### config.mk
export PLATFORM = sky130hd
export DESIGN_NAME = periph_arbiter
export DESIGN_NICKNAME = d
export VERILOG_FILES = /design/src/rtl/periph_arb_pkg.sv /design/src/rtl/periph_arb_picker.sv /design/src/rtl/periph_arbiter.sv
export SDC_FILE = /design/constraint.sdc
export NUM_CORES = 1
export LEC_CHECK = 0
export CAP_MARGIN = 20
export CORE_AREA = 5 5 118 120
export DETAILED_ROUTE_END_ITERATION = 6
export DIE_AREA = 0 0 123 125
export HOLD_SLACK_MARGIN = 0.02
export PLACE_DENSITY = 0.69
export SYNTH_ARGS = -nofsm -noshare
export SYNTH_HDL_FRONTEND = slang
export SYNTH_HIERARCHICAL = 1
export SYNTH_SLANG_ARGS = --single-unit
### constraint.sdc
create_clock -name clk -period 1.7 [get_ports clk]
set_clock_uncertainty 0.1 [all_clocks]
set_input_delay 0.51 -clock clk [delete_from_list [all_inputs] [get_ports clk]]
set_output_delay 0.51 -clock clk [all_outputs]
set_load 0.01 [all_outputs]
### src/rtl/periph_arb_pkg.sv
// Shared types for the two-master peripheral arbiter.
// Latency: n/a (types and helpers only).
// Backpressure: n/a.
package periph_arb_pkg;

  // The request record carries the widest supported address; each arbiter
  // instance uses only the low ADDR_W bits, so ADDR_W must not exceed this.
  localparam int ARB_ADDR_W_MAX = 64;
  localparam int ARB_DATA_W     = 32;
  localparam int ARB_BE_W       = 4;

  typedef enum logic {
    ARB_M0 = 1'b0,
    ARB_M1 = 1'b1
  } arb_master_t;

  typedef struct packed {
    logic [ARB_ADDR_W_MAX-1:0] addr;
    logic                      we;
    logic [ARB_BE_W-1:0]       be;
    logic [ARB_DATA_W-1:0]     wdata;
  } arb_req_t;

  // The master that is not m.
  function automatic arb_master_t arb_other(input arb_master_t m);
    return (m == ARB_M0) ? ARB_M1 : ARB_M0;
  endfunction

endpackage

### src/rtl/periph_arb_picker.sv
// Chooses which master owns the slave bus this cycle.
// Latency: purely combinational, zero cycles.
// Backpressure: none; the winner is only meaningful when a request is present.
// Build option: PERIPH_ARB_RR_EN selects round-robin ties, otherwise m0 wins ties.
module periph_arb_picker
  import periph_arb_pkg::*;
(
  input  logic        m0_req,
  input  logic        m1_req,
  input  arb_master_t last_q,
  output arb_master_t winner
);

`ifndef PERIPH_ARB_RR_EN
  // Fixed priority never consults the previous winner.
  logic last_unused;
  assign last_unused = last_q;
`endif

  // A lone requester always wins; a tie is resolved by the build's policy.
  always_comb begin
    winner = ARB_M0;
    if (m1_req && !m0_req) begin
      winner = ARB_M1;
    end else if (m0_req && m1_req) begin
`ifdef PERIPH_ARB_RR_EN
      winner = arb_other(last_q);
`else
      winner = ARB_M0;
`endif
    end
  end

endmodule

### src/rtl/periph_arbiter.sv
// Two-master to one-slave peripheral bus arbiter with response routing.
// Latency: request/grant combinational; response routed in the cycle the slave returns it (one after accept).
// Backpressure: a master keeps req asserted until it sees gnt; the slave stalls by holding s_gnt low.
// Build option: PERIPH_ARB_RR_EN enables round-robin tie breaking (default: m0 priority).
module periph_arbiter
  import periph_arb_pkg::*;
#(
  parameter int ADDR_W = 32
) (
  input  logic              clk,
  input  logic              rst_n,
  input  logic              m0_req,
  input  logic              m1_req,
  input  logic [ADDR_W-1:0] m0_addr,
  input  logic [ADDR_W-1:0] m1_addr,
  input  logic              m0_we,
  input  logic              m1_we,
  input  logic [3:0]        m0_be,
  input  logic [3:0]        m1_be,
  input  logic [31:0]       m0_wdata,
  input  logic [31:0]       m1_wdata,
  output logic              m0_gnt,
  output logic              m1_gnt,
  output logic              m0_rvalid,
  output logic              m1_rvalid,
  output logic [31:0]       m0_rdata,
  output logic [31:0]       m1_rdata,
  output logic              s_req,
  output logic [ADDR_W-1:0] s_addr,
  output logic              s_we,
  output logic [3:0]        s_be,
  output logic [31:0]       s_wdata,
  input  logic              s_gnt,
  input  logic              s_rvalid,
  input  logic [31:0]       s_rdata,
  output logic              arb_err
);

  arb_req_t                  m0_pkt;
  arb_req_t                  m1_pkt;
  arb_req_t                  win_pkt;
  arb_master_t               winner;
  arb_master_t               owner_q;
  arb_master_t               last_q;
  logic                      accept;
  logic                      stray;
  logic                      pend_q;
  logic                      arb_err_q;
  logic [ARB_ADDR_W_MAX-1:0] win_addr_unused;

  // Gather each master's request fields into a common record.
  always_comb begin
    m0_pkt                = '0;
    m0_pkt.addr[ADDR_W-1:0] = m0_addr;
    m0_pkt.we             = m0_we;
    m0_pkt.be             = m0_be;
    m0_pkt.wdata          = m0_wdata;
    m1_pkt                = '0;
    m1_pkt.addr[ADDR_W-1:0] = m1_addr;
    m1_pkt.we             = m1_we;
    m1_pkt.be             = m1_be;
    m1_pkt.wdata          = m1_wdata;
  end

  periph_arb_picker u_picker (
    .m0_req (m0_req),
    .m1_req (m1_req),
    .last_q (last_q),
    .winner (winner)
  );

  assign s_req = m0_req | m1_req;

  // Forward the winner's request; the bus is held at zero when nobody asks.
  always_comb begin
    win_pkt = '0;
    if (s_req) begin
      win_pkt = (winner == ARB_M1) ? m1_pkt : m0_pkt;
    end
  end

  assign s_addr          = win_pkt.addr[ADDR_W-1:0];
  assign win_addr_unused = win_pkt.addr;
  assign s_we            = win_pkt.we;
  assign s_be            = win_pkt.be;
  assign s_wdata         = win_pkt.wdata;

  // Grants are suppressed while reset is asserted so nothing is accepted.
  assign accept = s_req & s_gnt & rst_n;
  assign m0_gnt = accept & (winner == ARB_M0);
  assign m1_gnt = accept & (winner == ARB_M1);

  // Track the single outstanding response and which master it belongs to.
  always_ff @(posedge clk or negedge rst_n) begin
    if (!rst_n) begin
      pend_q  <= 1'b0;
      owner_q <= ARB_M0;
    end else begin
      pend_q <= accept;
      if (accept) begin
        owner_q <= winner;
      end
    end
  end

`ifdef PERIPH_ARB_RR_EN
  // Remember the last accepted master so the next tie goes to the other one.
  always_ff @(posedge clk or negedge rst_n) begin
    if (!rst_n) begin
      last_q <= ARB_M1;
    end else if (accept) begin
      last_q <= winner;
    end
  end
`else
  // Fixed priority has no history; the picker ignores this value.
  assign last_q = ARB_M1;
`endif

  // A response with nothing outstanding is dropped and flagged until reset.
  assign stray = s_rvalid & ~pend_q;

  // Sticky error flag for stray responses.
  always_ff @(posedge clk or negedge rst_n) begin
    if (!rst_n) begin
      arb_err_q <= 1'b0;
    end else if (stray) begin
      arb_err_q <= 1'b1;
    end
  end

  assign arb_err = arb_err_q;

  // Route the response using the owner recorded at accept time.
  assign m0_rvalid = s_rvalid & pend_q & (owner_q == ARB_M0);
  assign m1_rvalid = s_rvalid & pend_q & (owner_q == ARB_M1);

  // Read data is broadcast; masters qualify it with their own rvalid.
  assign m0_rdata = s_rdata;
  assign m1_rdata = s_rdata;

endmodule

==> metrics.yaml, run 1 <==
hold_buffers: 0
sequential_cell_area_sq_um: 75.1
final_antenna_violating_net_count: 0
worst-endpoint-arrival_ns: 1.63
violations_in_the_final_reports: "setup timing"
vertical_die_dimension_microns: 125
place_inst: 557
netlist_area_sq_um: 1740
timing.final.ws_setup_ns: -0.539
drv_slew: 0
setup_viol: 72
multi_input_comb_area_sq_um: 1050
layoutNonFillerInstCount: 611
hpwlAfterDp_microns: 7100
post-route-cell-area_sq_um: 4120
pint_mw: 1.06
num_antenna_cells: 0
track_usage_pct: 11.6
synthesis.nets: 410
dieArea_sq_um: 15400
cts.root.buffer_cell: "sky130_fd_sc_hd__clkbuf_16"
area_growth_pct: 136
yosysWarningCount: 6
synth_cells: 234
timing.critical_path.fanout_max: 6
core_outline_area_sq_um: 12900
timing_hold_violations_final: 0
fin_hold_ws_ns: 0.237
route.detailed.wl_per_inst_microns: 16.3
clock-sinks: 3
initial_core_util_pct: 13.5
critPathLaunch: "m0_req"
grt_overflow_total: 0
grt_pass1_wl_microns: 13900
ir_drop_worst_vdd_mv: 0.254
required_ns: 1.09
gp_congestion: 0.776
maxCapViolations: 0
clk_pin_slew_ns: 0.03
clock_buffer_depth: 2
worstSetupStartpointType: "input port"
cts_tree: "done"
setup.worst_path.class: "input port to output pin"
relative_slew_slack_pct: 79.9
tightest_slew_ns: 0.301
vias: 2302
post_route_cells_drive_above_1_share_pct: 34.0
cp_dominant_cell_by_count: "sky130_fd_sc_hd__buf_6"
wl_met2_microns: 5010
drtPass1Iterations: 4
critical_path_cell_by_cell: "buf_8 > nor2b_4 > buf_6 > buf_12 > buf_6 > buf_6 > mux2i_1 > nor2_1 > buf_2"
power_frac_clock_pct: 24.5
cts_max_level: 1
routed_via_density: 3.77
total_leakage_power_nw: 1.85
period_needed_ns: 2.24
route.top_layer_used: "met4"
worst_hold_path_type: "input port to asynchronous set/reset pin"
drc: 0
reg2reg_from: "owner_q"
final_min_period_over_clock_period_pct: 132
seqPwrFrac_pct: 5.3
first_global_vias: 2540
rsz0062_at_grt: "yes"
cts_made_buffers: 3
total_power_mw: 1.52
finalNetCount: 612
initialDrtViolationCount: 46
cpMaxStageDelayCell: "sky130_fd_sc_hd__nor2b_4"
slowest_delay_ns: 0.18
clock_insertion_delay_worst_skew_ns: 0.22
placement.cell_area_sq_um: 3630
crit_path_end_kind: "output pin"
met3RoutedLength_microns: 1280
finish.utilization_pct: 32.0
placement.io_buffers: 218
pwr_density_cell_nw_per_um2: 369
achievable-frequency_mhz: 447
netSwitchingPower_uw: 457
nFillCells: 1377
die-width_microns: 123
grt_max_degree: 36
antenna_found_initial: 0
rows: 42
io-pin-count: 315
outcome: "finished, violations left"
pwr-share-comb_pct: 70.3
layout_common_cells: "sky130_fd_sc_hd__clkdlybuf4s50_1 (138), sky130_fd_sc_hd__nor2_1 (70), sky130_fd_sc_hd__mux2i_1 (66)"
mostFrequentLayoutCell: "sky130_fd_sc_hd__clkdlybuf4s50_1"
wirelength_microns: 9970
power_switching_share_pct: 30.1
wl_met1_microns: 3250
synth.avg_cell_area_sq_um: 7.44
==> power groups by stage <==
stage / Clock (mW) / Sequential [mW] / Combinational (mW)
after floorplan: 0 / 0.0796 / 0.492
final: 0.372 / 0.0799 / 1.07
after detailed placement: 0 / 0.0810 / 0.991
after global placement: 0 / 0.0805 / 0.978
after global routing: 0.382 / 0.0811 / 1.14
after CTS: 0.376 / 0.0802 / 1.05
==> layer usage <==
layer | track usage (%) | up-vias
li1 | - | 1103
met1 | 11.3 | 1003
met2 | 22.4 | 146
met3 | 3.21 | 50
met4 | 5.08 | 0
met5 | 0 | -
==> worst max-delay path: cells and delay by family <==
family        cells  cell delay, ns
buf+inv           6            0.69
mux               1            0.18
simple gates      2            0.24
==> what timing repair did <==
action                                 4_1_cts  5_1_grt
gates cloned                                 9        2
buffers inserted                            30       14
resized for setup                          292       48
setup endpoints to repair                   76       72
pin swaps                                    5       25
endpoints found under the hold margin        0        0
==> sequential cells by signal (all words and copies together) (netlist names) <==
| register | count |
|---|---|
| owner_q | 1 |
| arb_err | 1 |
| pend_q | 1 |
==> final cells by class <==
| cell class | count | area share, % |
|---|---|---|
| Timing Repair Buffer | 276 | 65.1 |
| Multi-Input combinational cell | 148 | 25.5 |
| Tap cell | 176 | 5.35 |
| Clock buffer | 4 | 1.92 |
| Sequential cell | 3 | 1.82 |
| Inverter | 4 | 0.365 |
==> path summary, 6_finish.rpt <==
kind | slack (ns) | end | cells past startpoint
max | -0.54 | s_wdata[12] | 9
min | 0.24 | owner_q | 2
max reg2reg | 0.84 | owner_q | 1
min reg2reg | 0.35 | arb_err | 1
max in group asynchronous | 1.17 | arb_err | 2
min in group clk | 0.35 | arb_err | 1
==> per-stage QoR <==
step	setup WS, ns	setup TNS [ns]
floorplan	-0.108	-7.16
global placement	-1.21	-82.44
detailed placement	-1.26	-85.46
CTS	-0.584	-34.37
global route	-0.628	-35.18
finish	-0.539	-30.53
Note: power is estimated with default switching activity, not from simulation.
==> inputs of run 2 (changes only) <==
- CORE_AREA: 5 5 118 120 -> 5 5 119 121
- DIE_AREA: 0 0 123 125 -> 0 0 124 126
- PLACE_DENSITY: 0.69 -> 0.66
- clock period: 1.7 -> 2.2 ns (I/O delays scaled with it)
==> run 2 against run 1 <==
  * The run still ends with setup timing left
  * Global-route usage fell by 0.75 points
  * Register-to-register slack improved by 0.50 ns
  * Worst hold slack improved by 0.12 ns
  * Highest routed layer unchanged
  * Critical path type unchanged
  * Critical endpoint is now s_wdata[1]
  * Via count fell by 0.78%
  * Final area fell by 2.5%
  * Largest power group unchanged
==> metrics.yaml, run 2 (synthesized netlist as in run 1, its figures left out) <==
outcome: "finished, violations left"
violations_in_the_final_reports: "setup timing"
post-route-cell-area_sq_um: 4010  # -2.5%
worstSetupStartpointType: "input port"
vertical_die_dimension_microns: 126  # +0.80%
final_antenna_violating_net_count: 0  # unchanged
timing.final.ws_setup_ns: -0.396  # +0.143 ns
ir_drop_worst_vdd_mv: 0.337  # +33%
post_route_cells_drive_above_1_share_pct: 31.1  # -2.9 points
fin_hold_ws_ns: 0.353  # +0.115 ns
layout_common_cells: "sky130_fd_sc_hd__clkdlybuf4s50_1 (139), sky130_fd_sc_hd__nor2_1 (71), sky130_fd_sc_hd__mux2i_1 (64)"
vias: 2284  # -0.78%
finalSetupTns_ns: -18.04  # +12.49 ns
hold_buffers: 0  # unchanged
period_needed_ns: 2.60
critPathLaunch: "m0_req"
cts.root.buffer_cell: "sky130_fd_sc_hd__clkbuf_16"
grt_overflow_total: 0  # unchanged
timing.hold.worst.start: "arb_err"
cts_tree: "done"
io-pin-count: 315  # unchanged
initial_core_util_pct: 13.4  # -0.11 points
place_inst: 565  # +1.4%
timing_hold_violations_final: 0  # unchanged
grt_pass1_wl_microns: 13300  # -4.5%
cpLargestDelayFamily: "buffers and inverters"
achievable-frequency_mhz: 385
dieArea_sq_um: 15600  # +1.6%
slowest_delay_ns: 0.23  # +0.05 ns
clk_pin_slew_ns: 0.03  # about the same
pwr_density_cell_nw_per_um2: 287  # -22%
cts_made_buffers: 3  # unchanged
relative_slew_slack_pct: 85.6  # +5.8 points
routed_via_density: 3.78  # +0.37%
wirelength_microns: 9870  # -1.1%
reg2reg_from: "owner_q"
nFillCells: 1404  # +2.0%
drtPass1Iterations: 4  # unchanged
maxCapViolations: 0  # unchanged
core_outline_area_sq_um: 13000  # +0.82%
antenna_found_initial: 0  # unchanged
gp_congestion: 0.770  # -0.85%
grt_max_degree: 35  # -2.8%
finish.utilization_pct: 30.9  # -1.0 points
clock_insertion_delay_worst_skew_ns: 0.22  # about the same
final_min_period_over_clock_period_pct: 118
placement.io_buffers: 218  # unchanged
rrSetupSlack_ns: 1.34  # +0.50 ns
critical_path_cell_by_cell: "buf_8 > nor2b_4 > buf_6 > buf_6 > buf_12 > buf_12 > mux2i_4 > nor2_1 > buf_2"
drv_slew: 0  # unchanged
area_growth_pct: 131
drc: 0  # unchanged
critical_path_buf_inv_count: 6  # unchanged
detailedPlace.worstSlack_ns: -1.04  # +0.217 ns
clock_buffer_depth: 2  # unchanged
finalNetCount: 605  # -1.1%
track_usage_pct: 10.9  # -0.75 points
route.detailed.wl_per_inst_microns: 16.3  # about the same
hpwlAfterDp_microns: 7470  # +5.2%
rows: 42  # unchanged
setup_viol: 72  # unchanged
worst-endpoint-arrival_ns: 1.84  # +0.21 ns
placement.cell_area_sq_um: 3700  # +1.9%
timing.critical_path.fanout_max: 8  # +2
total_power_mw: 1.15  # -24%
worst_hold_path_type: "flip-flop to flip-flop"
clock-sinks: 3  # unchanged
die-width_microns: 124  # +0.81%
mostFrequentLayoutCell: "sky130_fd_sc_hd__clkdlybuf4s50_1"
first_global_vias: 2474  # -2.6%
setup.worst_path.class: "input port to output pin"
total_leakage_power_nw: 1.81  # -2.5%
num_antenna_cells: 0  # unchanged
initialDrtViolationCount: 33  # -28%
rsz0062_at_grt: "yes"
crit_path_end_kind: "output pin"
cpMaxStageDelayCell: "sky130_fd_sc_hd__mux2i_4"
tightest_slew_ns: 0.215  # -0.0861 ns
required_ns: 1.44  # +0.35 ns
cts_max_level: 1  # unchanged
layoutNonFillerInstCount: 604  # -1.1%
[run 2: changes by cell type in the layout (fill, tap and decap cells not counted), sizes merged]
cell / change
clkbuf: -17
dlygate4sd2: +7
buf: +2
bufbuf: -1
clkdlybuf4s50: +1
dlymetal6s2s: +1
[run 2: final cells by class]
| cell class | count | area (sq um) | area share, % |
|---|---|---|---|
| sequential | 3 | 75.1 | 1.87 |
| tap | 176 | 220 | 5.49 |
| inverter | 4 | 15.0 | 0.374 |
| clock buffer | 4 | 78.8 | 1.96 |
| multi-input combinational | 148 | 1060 | 26.5 |
| timing repair buffer | 269 | 2560 | 63.8 |
[run 2: metal layers]
layer | share of wire, % | global-route usage [%] | wire length (microns)
met3 | 12 | 3.54 | 1190
met2 | 53 | 20.9 | 5250
met5 | 0 | 0 | 0
met4 | 3.6 | 4.96 | 352
met1 | 31 | 10.1 | 3080
[run 2: where the power goes]
group          internal (mW)  switching, mW
registers             0.0592        0.00261
logic                  0.502          0.299
clock network          0.239         0.0502
[run 2: path summary, 6_finish.rpt]
path	end	depth (start not counted)
min reg2reg	arb_err	1
min in group asynchronous	owner_q	2
max	s_wdata[1]	9
min	arb_err	1
max in group asynchronous	pend_q	2
max reg2reg	owner_q	1
[run 2: repair_timing]
action,4_1_cts,5_1_grt
cloned,7,2
endpoints found under the setup margin,74,74
gates resized for setup,312,29
pin swaps,8,22
setup buffers,24,11
==> inputs of run 3 (changes only) <==
- SETUP_SLACK_MARGIN: default -> 0.5
==> run 3 against run 2 <==
  * Sequential share of layout area down 0.068 points
  * Die area unchanged
  * Non-clock buffer count up 1
  * The flow still finishes with violations (setup timing)
  * Setup slack better by 0.042 ns
  * Register-to-register slack about the same
  * Sequential power up 1%
  * Combinational power up 4.6%
  * Flip-flop and latch count unchanged
  * Routed wire length up 5.8%
  * Final cell count up 0.17%
  * Maximum frequency up 1.6%
  * Largest power group unchanged
==> metrics.yaml, run 3 (synthesized netlist as in run 1, its figures left out) <==
outcome: "finished, violations left"
violations_in_the_final_reports: "setup timing"
placement.cell_area_sq_um: 3640  # -1.6%
initial_core_util_pct: 13.4  # unchanged
route.detailed.wl_per_inst_microns: 17.3  # +5.7%
final_min_period_over_clock_period_pct: 116  # -1.9 points
setup.worst_path.class: "input port to output pin"
grt_pass1_wl_microns: 14200  # +6.6%
worst-endpoint-arrival_ns: 1.79  # -0.05 ns
vertical_die_dimension_microns: 126  # unchanged
hold_buffers: 0  # unchanged
wirelength_microns: 10400  # +5.8%
worst_hold_path_type: "flip-flop to flip-flop"
rrSetupSlack_ns: 1.33  # about the same
fin_hold_ws_ns: 0.349  # -0.00379 ns
cpMaxStageDelayCell: "sky130_fd_sc_hd__mux2i_1"
gp_congestion: 0.749  # -2.7%
cts_max_level: 1  # unchanged
final_antenna_violating_net_count: 0  # unchanged
cts.root.buffer_cell: "sky130_fd_sc_hd__clkbuf_16"
initialDrtViolationCount: 26  # -21%
timing.critical_path.fanout_max: 5  # -3
clock_buffer_depth: 2  # unchanged
finalSetupTns_ns: -18.67  # -0.628 ns
drtPass1Iterations: 4  # unchanged
clk_pin_slew_ns: 0.03  # about the same
area_growth_pct: 139
ir_drop_worst_vdd_mv: 0.272  # -19%
total_leakage_power_nw: 1.85  # +2.3%
period_needed_ns: 2.55  # -0.0420 ns
required_ns: 1.44  # about the same
pwr_density_cell_nw_per_um2: 285  # -0.67%
achievable-frequency_mhz: 392  # +1.6%
grt_max_degree: 36  # +2.9%
layout_common_cells: "sky130_fd_sc_hd__clkdlybuf4s50_1 (139), sky130_fd_sc_hd__nor2_1 (70), sky130_fd_sc_hd__buf_2 (67)"
cts_tree: "done"
die-width_microns: 124  # unchanged
post_route_cells_drive_above_1_share_pct: 33.8  # +2.7 points
first_global_vias: 2477  # +0.12%
grt_overflow_total: 0  # unchanged
io-pin-count: 315  # unchanged
relative_slew_slack_pct: 77.4  # -8.2 points
track_usage_pct: 12.0  # +1.1 points
clock-sinks: 3  # unchanged
dieArea_sq_um: 15600  # unchanged
clock_insertion_delay_worst_skew_ns: 0.22  # about the same
hpwlAfterDp_microns: 7050  # -5.6%
worstSetupStartpointType: "input port"
core_outline_area_sq_um: 13000  # unchanged
mostFrequentLayoutCell: "sky130_fd_sc_hd__clkdlybuf4s50_1"
routed_via_density: 3.78  # about the same
crit_path_end_kind: "output pin"
vias: 2286  # +0.088%
timing.final.ws_setup_ns: -0.354  # +0.0420 ns
drv_slew: 0  # unchanged
num_antenna_cells: 0  # unchanged
maxCapViolations: 0  # unchanged
finalNetCount: 606  # +0.17%
rsz0062_at_grt: "yes"
tightest_slew_ns: 0.337  # +0.122 ns
slowest_delay_ns: 0.19  # -0.04 ns
post-route-cell-area_sq_um: 4160  # +3.8%
setup_viol: 72  # unchanged
placement.io_buffers: 218  # unchanged
cts_made_buffers: 3  # unchanged
cp_dominant_cell_by_count: "sky130_fd_sc_hd__buf_12"
timing_hold_violations_final: 0  # unchanged
antenna_found_initial: 0  # unchanged
critical_path_cell_by_cell: "buf_8 > nor2b_4 > buf_6 > buf_12 > buf_12 > buf_16 > mux2i_1 > nor2_1 > buf_2"
rows: 42  # unchanged
drc: 0  # unchanged
total_power_mw: 1.19  # +3.1%
==> run 3: timing repair <==
action	4_1_cts	5_1_grt
pin swaps	4	11
gates resized for setup	343	13
cloned	10	2
endpoints found under the setup margin	77	75
buffers inserted	27	5
==> run 3: area by class of cell <==
cell class / instances / area, sq um
fillers: 1367 / 8820
repair buffers: 270 / 2690
multi-input cells: 148 / 1080
well taps: 176 / 220
clock buffers: 4 / 78.8
flip-flops and latches: 3 / 75.1
inverters: 4 / 20.0
==> run 3: where the power goes <==
part | switching [mW] | internal (mW)
combinational | 0.306 | 0.531
clock | 0.0489 | 0.239
sequential | 0.00330 | 0.0592
==> run 3: path summary, 6_finish.rpt <==
kind,from,endpoint,cells after the start
max,m0_req,s_wdata[8],9
min,arb_err,arb_err,1
max reg2reg,owner_q,owner_q,1
min reg2reg,arb_err,arb_err,1
max in group asynchronous,rst_n,owner_q,2
min in group asynchronous,rst_n,pend_q,2
==> run 3: per-stage QoR <==
step | setup WS (ns) | utilization (%) | std cells
2_1_floorplan | 0.0923 | - | 234
3_3_place_gp | -1.04 | 28.1 | 557
3_5_place_dp | -1.05 | 28.1 | 557
4_1_cts | -0.363 | 30.9 | 598
5_1_grt | -0.433 | 32.1 | 605
6_report | -0.354 | 32.1 | 605
==> run 3: metal layers <==
| metal | track usage (%) | share of wire, % |
|---|---|---|
| met1 | 10.3 | 29 |
| met3 | 4.35 | 12 |
| met4 | 1.61 | 0.88 |
| met2 | 25.5 | 58 |
| met5 | 0 | 0 |
==> run 3: worst max-delay path, delay by kind of cell <==
kind	cells	cell delay, ns
AND/OR/NAND/NOR	2	0.20
buffers and inverters	6	0.73
multiplexers	1	0.19
